==> src/rtl/gpio_pad_ctrl.sv <==
// GPIO bank controller: register file, pad cell configuration/drive, and an
// input path with synchroniser, settle-qualified edge detection and a level interrupt.
module gpio_pad_ctrl #(
    parameter int NUM_PINS   = 8,
    parameter int CONF_WIDTH = 3
) (
    input  logic                           clk_in,
    input  logic                           rst_in,
    input  logic                           req_in,
    input  logic                           we_in,
    input  logic [3:0]                     addr_in,
    input  logic [31:0]                    wdata_in,
    output logic [31:0]                    rdata_out,
    output logic                           rvalid_out,
    output logic [NUM_PINS*CONF_WIDTH-1:0] cell_cfg_out,
    output logic [NUM_PINS-1:0]            from_core_out,
    input  logic [NUM_PINS-1:0]            to_core_in,
    output logic                           irq_out
);

    localparam int EW = CONF_WIDTH - 1;

    localparam logic [3:0] A_DIR      = 4'd0;
    localparam logic [3:0] A_OUT      = 4'd1;
    localparam logic [3:0] A_IN       = 4'd2;
    localparam logic [3:0] A_RISE_EN  = 4'd3;
    localparam logic [3:0] A_FALL_EN  = 4'd4;
    localparam logic [3:0] A_IRQ_EN   = 4'd5;
    localparam logic [3:0] A_IRQ_STAT = 4'd6;
    localparam logic [3:0] A_EXTRA    = 4'd7;
    localparam logic [3:0] A_OUT_SET  = 4'd8;
    localparam logic [3:0] A_OUT_CLR  = 4'd9;

    logic [NUM_PINS-1:0] dir_r;
    logic [NUM_PINS-1:0] out_r;
    logic [NUM_PINS-1:0] rise_en_r;
    logic [NUM_PINS-1:0] fall_en_r;
    logic [NUM_PINS-1:0] irq_en_r;
    logic [NUM_PINS-1:0] irq_stat_r;
    logic [EW-1:0]       extra_r;
    logic [NUM_PINS-1:0] sync1_r;
    logic [NUM_PINS-1:0] in_r;
    logic [NUM_PINS-1:0] prev_r;
    logic [1:0]          settle_cnt_r [NUM_PINS];
    logic [31:0]         rdata_r;
    logic                rvalid_r;
    logic                irq_r;

    logic                wr_s;
    logic                rd_s;
    logic [NUM_PINS-1:0] wpins_s;
    logic [NUM_PINS-1:0] settled_s;
    logic [NUM_PINS-1:0] event_s;
    logic [NUM_PINS-1:0] stat_clr_s;
    logic [31:0]         rd_mux_s;
    logic                unused_s;

    assign wr_s     = req_in & we_in;
    assign rd_s     = req_in & ~we_in;
    assign wpins_s  = wdata_in[NUM_PINS-1:0];
    assign unused_s = ^wdata_in;

    // Settle qualification and edge events; a pin that just stopped driving
    // must count down before its returning pad value can raise an event.
    always_comb begin
        settled_s = '0;
        for (int i = 0; i < NUM_PINS; i++) begin
            settled_s[i] = dir_r[i] & (settle_cnt_r[i] == 2'd0);
        end
        event_s = ((in_r & ~prev_r & rise_en_r) | (~in_r & prev_r & fall_en_r)) & settled_s;
    end

    // W1C mask for the interrupt status register.
    always_comb begin
        if (wr_s && (addr_in == A_IRQ_STAT)) begin
            stat_clr_s = wpins_s;
        end else begin
            stat_clr_s = '0;
        end
    end

    // Read data selection; write-only and unmapped addresses read as zero.
    always_comb begin
        rd_mux_s = 32'd0;
        case (addr_in)
            A_DIR:      rd_mux_s = 32'(dir_r);
            A_OUT:      rd_mux_s = 32'(out_r);
            A_IN:       rd_mux_s = 32'(in_r);
            A_RISE_EN:  rd_mux_s = 32'(rise_en_r);
            A_FALL_EN:  rd_mux_s = 32'(fall_en_r);
            A_IRQ_EN:   rd_mux_s = 32'(irq_en_r);
            A_IRQ_STAT: rd_mux_s = 32'(irq_stat_r);
            A_EXTRA:    rd_mux_s = 32'(extra_r);
            default:    rd_mux_s = 32'd0;
        endcase
    end

    // Configuration registers written from the bus.
    always_ff @(posedge clk_in) begin
        if (rst_in) begin
            dir_r     <= '1;
            out_r     <= '0;
            rise_en_r <= '0;
            fall_en_r <= '0;
            irq_en_r  <= '0;
            extra_r   <= '0;
        end else if (wr_s) begin
            case (addr_in)
                A_DIR:     dir_r     <= wpins_s;
                A_OUT:     out_r     <= wpins_s;
                A_RISE_EN: rise_en_r <= wpins_s;
                A_FALL_EN: fall_en_r <= wpins_s;
                A_IRQ_EN:  irq_en_r  <= wpins_s;
                A_EXTRA:   extra_r   <= wdata_in[EW-1:0];
                A_OUT_SET: out_r     <= out_r | wpins_s;
                A_OUT_CLR: out_r     <= out_r & ~wpins_s;
                default:   out_r     <= out_r;
            endcase
        end else begin
            out_r <= out_r;
        end
    end

    // Interrupt status: a new event wins over a simultaneous clear.
    always_ff @(posedge clk_in) begin
        if (rst_in) begin
            irq_stat_r <= '0;
        end else begin
            irq_stat_r <= (irq_stat_r & ~stat_clr_s) | event_s;
        end
    end

    // Two-flop synchroniser plus previous-value flop for edge detection.
    always_ff @(posedge clk_in) begin
        if (rst_in) begin
            sync1_r <= '0;
            in_r    <= '0;
            prev_r  <= '0;
        end else begin
            sync1_r <= to_core_in;
            in_r    <= sync1_r;
            prev_r  <= in_r;
        end
    end

    // Per-pin settle counters: reload while driving, count down once released.
    always_ff @(posedge clk_in) begin
        for (int i = 0; i < NUM_PINS; i++) begin
            if (rst_in) begin
                settle_cnt_r[i] <= 2'd0;
            end else if (!dir_r[i]) begin
                settle_cnt_r[i] <= 2'd3;
            end else if (settle_cnt_r[i] != 2'd0) begin
                settle_cnt_r[i] <= settle_cnt_r[i] - 2'd1;
            end else begin
                settle_cnt_r[i] <= 2'd0;
            end
        end
    end

    // One-cycle read response; reset drops any pending response.
    always_ff @(posedge clk_in) begin
        if (rst_in) begin
            rdata_r  <= 32'd0;
            rvalid_r <= 1'b0;
        end else if (rd_s) begin
            rdata_r  <= rd_mux_s;
            rvalid_r <= 1'b1;
        end else begin
            rdata_r  <= 32'd0;
            rvalid_r <= 1'b0;
        end
    end

    // Registered level interrupt.
    always_ff @(posedge clk_in) begin
        if (rst_in) begin
            irq_r <= 1'b0;
        end else begin
            irq_r <= |(irq_stat_r & irq_en_r);
        end
    end

    // Cell configuration: shared extra bits above each pin's direction bit.
    always_comb begin
        cell_cfg_out = '0;
        for (int i = 0; i < NUM_PINS; i++) begin
            cell_cfg_out[i*CONF_WIDTH +: CONF_WIDTH] = {extra_r, dir_r[i]};
        end
    end

    assign from_core_out = out_r;
    assign rdata_out     = rdata_r;
    assign rvalid_out    = rvalid_r;
    assign irq_out       = irq_r;

endmodule

==> config.mk <==
export PLATFORM = sky130hd
export DESIGN_NAME = gpio_pad_ctrl
export DESIGN_NICKNAME = d
export VERILOG_FILES = /design/src/rtl/gpio_pad_ctrl.sv
export SDC_FILE = /design/constraint.sdc
export NUM_CORES = 1
export LEC_CHECK = 0
export CAP_MARGIN = 20
export CORE_AREA = 3 3 107 109
export DETAILED_ROUTE_END_ITERATION = 10
export DIE_AREA = 0 0 110 112
export PLACE_DENSITY = 0.73
export SLEW_MARGIN = 20
export SYNTH_ARGS = -nofsm -noshare
export SYNTH_HDL_FRONTEND = slang
export SYNTH_SLANG_ARGS = --single-unit
==> constraint.sdc <==
create_clock -name clk_in -period 2.04 [get_ports clk_in]
set_input_delay 0.612 -clock clk_in [delete_from_list [all_inputs] [get_ports clk_in]]
set_output_delay 0.612 -clock clk_in [all_outputs]
set_load 0.01 [all_outputs]
==> reports/summary.log <==
qor: logic_synthesis.synthAdderAreaFrac 2.13%
qor: setup_path.slowest_stage sky130_fd_sc_hd__clkdlybuf4s50_1
qor: logic_synthesis.yosys_register_bits 100
qor: placed_design.place.port_buffers 65
qor: power.ir_drop 0.358 mV
qor: drt.via_per_inst 5.08
qor: outcome.run_status completed
qor: drt.drt-wirelength-per-cell 15.0 um
qor: logic_synthesis.post_synth_mux_area_share 7.07%
qor: floorplanning.initial_cell_density_of_the_core 43.8%
qor: drt.drc_violations 0
qor: drt.totalWireLength 11200 um
qor: logic_synthesis.post_synth_num_cell_types 49
qor: global_routing.number_of_global_route_vias_before_repair 3418
qor: timing.hold_viol 0
qor: drt.first_iter_violations 238
qor: drt.ant_nets 0
qor: finish.post_layout_nonfiller_instances 752
qor: power.p_leak 2.27 nW
qor: logic_synthesis.syn_area 4690 um^2
qor: logic_synthesis.synth.yosys.warnings 0
qor: logic_synthesis.synth_simple_gate_area_share 19.0%
qor: logic_synthesis.synth_top_cell_area_share 35.9%
qor: setup_path.reg2reg_depth 4
qor: drt.via_count 3818
qor: clock_network.worstSkewPairLatency 0.36 ns
qor: setup_path.worstPathRequired 1.43 ns
qor: logic_synthesis.synth_top_family_by_area simple AND/OR/NAND/NOR gates
qor: setup_path.cp.buffers_inverters 1
qor: global_routing.pin_count_of_the_biggest_net_entering_global_routing 70
qor: setup_path.cp_slowest_stage_delay 0.57 ns
qor: clock_network.deepest_clock_path_buffer_count 2
qor: clock_network.clock_tree.root_cell sky130_fd_sc_hd__clkbuf_8
qor: logic_synthesis.netlist.top_cell.by_area sky130_fd_sc_hd__dfxtp_1
qor: floorplanning.core_area 10700 um^2
qor: clock_network.htreeDepth 3
qor: hold_path.min_delay_path_depth 1
qor: logic_synthesis.synthTopCellsByArea sky130_fd_sc_hd__dfxtp_1, sky130_fd_sc_hd__edfxtp_1, sky130_fd_sc_hd__buf_4
qor: finish.n_fill_cell 953
qor: clock_network.cts-buffers-inserted 9
qor: placed_design.dp.cells 736
qor: timing.setup_tns 0 ns
qor: finish.flow.area_growth_from_synthesis 26.0%
qor: hold_path.min_path_type flip-flop to flip-flop
qor: hold_path.worst_hold_startpoint sync1_r[6]
qor: global_routing.grt-ovfl-total 0
qor: power.power.density_cell_area 654 nW/um^2
qor: setup_path.worstPathMaxFanout 6
qor: floorplanning.die-area 12300 um^2
qor: timing.setup_viols_final 0
qor: setup_path.r2r-start irq_en_r[2]
qor: setup_path.ff2ff_setup_slack 0.78 ns
qor: logic_synthesis.syn-instance-count 509
qor: clock_network.hold_buffers 0
qor: finish.num_antenna_cells 0
qor: timing.achievable-frequency 0.505 GHz
qor: clock_network.tritoncts yes
qor: global_routing.antenna_found_initial 0
qor: floorplanning.fp-row-count 38
qor: clock_network.cts_setup_buffers 0
qor: floorplanning.design.portCount 114
qor: timing.fin_worst_hold_slack 0.441 ns
qor: floorplanning.die_width 110 um
qor: logic_synthesis.synth_xor_xnor_area_share 0.187%
qor: timing.post-route-min-period 1.98 ns
qor: timing.maxSlewViolCount 0
qor: global_routing.grt.total_usage 18.4%
qor: clock_network.cts.sinks 100
qor: setup_path.crit_arrival 1.37 ns
qor: floorplanning.die-height 112 um
qor: logic_synthesis.syn-mean-instance-area 9.21 um^2
qor: placed_design.routabilityCongestion 0.953
qor: setup_path.crit_path_start_kind flip-flop
qor: setup_path.category_of_the_most_critical_setup_path flip-flop to output port
qor: global_routing.grt_first_pass_wirelength 17400 um
qor: setup_path.crit_chain clkdlybuf4s50_1
qor: timing.timing.clock.skew 0.00858 ns
qor: timing.rsz_0062_raised_after_global_routing no
qor: drt.drt_pre_antenna_iters 5
qor: finish.nets 663
qor: timing.share_of_the_cycle_needed_by_the_critical_path_after_routing 97.1%
qor: setup_path.critical_path_capture_point_type output port
qor: logic_synthesis.synth-compound-area-share 14.8%
qor: setup_path.worstReg2RegEnd rdata_out[2]
qor: hold_path.whs_endpoint in_r[6]
qor: logic_synthesis.ys_seq_area_share 46.1%
qor: clock_network.clk_transition_reported_paths 0.09 ns
qor: flow_run.max_cap_viol_count 0
qor: finish.layout-drive-gt1-share 14.4%
qor: setup_path.path_delay_family buffers and inverters
qor: placed_design.post_detail_place_hpwl 8030 um
## sequential cells by signal, indices dropped and copies added (netlist names)
register,cells
rdata_out,8
irq_out,1
settle_cnt_r,16
prev_r,8
extra_r,2
rise_en_r,8
fall_en_r,8
dir_r,8
rvalid_out,1
from_core_out,8
in_r,8
sync1_r,8
irq_en_r,8
irq_stat_r,8
## layout by cell type (no fill, tap or decap), types with 12 or more instances in the layout
master and n:
sky130_fd_sc_hd__a21oi_1 24, sky130_fd_sc_hd__a32oi_1 12, sky130_fd_sc_hd__buf_4 45, sky130_fd_sc_hd__clkdlybuf4s50_1 64
sky130_fd_sc_hd__conb_1 40, sky130_fd_sc_hd__dfxtp_1 75, sky130_fd_sc_hd__edfxtp_1 16, sky130_fd_sc_hd__inv_1 24
sky130_fd_sc_hd__mux2i_1 23, sky130_fd_sc_hd__nand2_1 34, sky130_fd_sc_hd__nand3_1 17, sky130_fd_sc_hd__nor2_1 62
sky130_fd_sc_hd__nor2b_1 34, sky130_fd_sc_hd__o21a_1 16, sky130_fd_sc_hd__o21ai_0 13
## cells by family after synthesis
logic type,count (synthesis)
buffers and inverters,90
adders and majority gates,8
AOI/OAI and AO/OA,100
and+or+nand+nor,176
xor gates and xnor gates,1
DFF,100
other,2
muxes,32
## synth_stat cells (all sizes together)
| cell | number |
|---|---|
| a211o | 8 |
| a21o | 1 |
| a21oi | 24 |
| a221oi | 2 |
| a222oi | 1 |
| a22o | 6 |
| a22oi | 5 |
| a2bb2oi | 1 |
| a311oi | 1 |
| a31oi | 3 |
| a32oi | 12 |
| a41oi | 1 |
| and2 | 1 |
| and3 | 1 |
| and3b | 2 |
| and4b | 1 |
| buf | 51 |
| clkbuf | 15 |
| conb | 2 |
| dfxtp | 84 |
| edfxtp | 16 |
| ha | 8 |
| inv | 24 |
| mux2 | 9 |
| mux2i | 23 |
| nand2 | 34 |
| nand2b | 2 |
| nand3 | 17 |
| nand3b | 9 |
| nand4 | 1 |
| nor2 | 63 |
| nor2b | 34 |
| nor3 | 3 |
| nor3b | 2 |
| nor4 | 3 |
| o2111ai | 1 |
| o21a | 16 |
| o21ai | 16 |
| o2bb2ai | 1 |
| o31a | 1 |
| or3 | 1 |
| or3b | 2 |
| xnor2 | 1 |
## worst max path at each step
stage / start / to / slack (ns) / cells past startpoint
2_1_floorplan: addr_in[1] / dir_r[0] / 0.24 / 5
3_5_place_dp: addr_in[1] / rdata_out[2] / -0.25 / 6
6_report: dir_r[4] / cell_cfg_out[12] / 0.06 / 1
4_1_cts: dir_r[5] / cell_cfg_out[15] / 0.009 / 1
5_1_grt: from_core_out[1] / from_core_out[1] / 0.008 / 1
3_3_place_gp: addr_in[1] / rdata_out[2] / -0.26 / 6
## final cells by class
| type | instances | area [um^2] | area share, % |
|---|---|---|---|
| multi-input combinational | 357 | 2170 | 36.8 |
| clock buffer | 11 | 131 | 2.22 |
| inverter | 24 | 90.1 | 1.52 |
| timing repair buffer | 115 | 1080 | 18.3 |
| tap | 140 | 175 | 2.96 |
| clock inverter | 5 | 76.3 | 1.29 |
| sequential | 100 | 2180 | 36.9 |
## report_power, final
group	switching [mW]	internal, mW
clock	0.658	0.686
combinational	0.228	0.206
sequential	0.0279	2.06
total	0.914	2.95
## stage by stage
step / setup slack [ns] / power (mW) / area, um^2 / utilization [%]
after floorplan: 0.236 / 2.41 / 4830 / -
after global placement: -0.260 / 2.55 / 5680 / 53.1
after detailed placement: -0.254 / 2.56 / 5680 / 53.1
after CTS: 0.00861 / 3.90 / 5900 / 55.1
after global routing: 0.00829 / 4.04 / 5910 / 55.2
final: 0.0593 / 3.86 / 5910 / 55.2
## per-layer routing
layer  vias to the layer above  GRT usage, %  wire (um)
li1                       1874             -          -
met1                      1778          25.2       5000
met2                       145          28.4       5140
met3                        21          4.23        853
met4                         0          5.90        252
met5                         -             0          0
## repair_timing
| action | 4_1_cts | 5_1_grt |
|---|---|---|
| resized for setup | 6 | 5 |
| setup endpoints to repair | 20 | 13 |
| cloned | 0 | 0 |
Note: power is estimated with default switching activity, not from simulation.
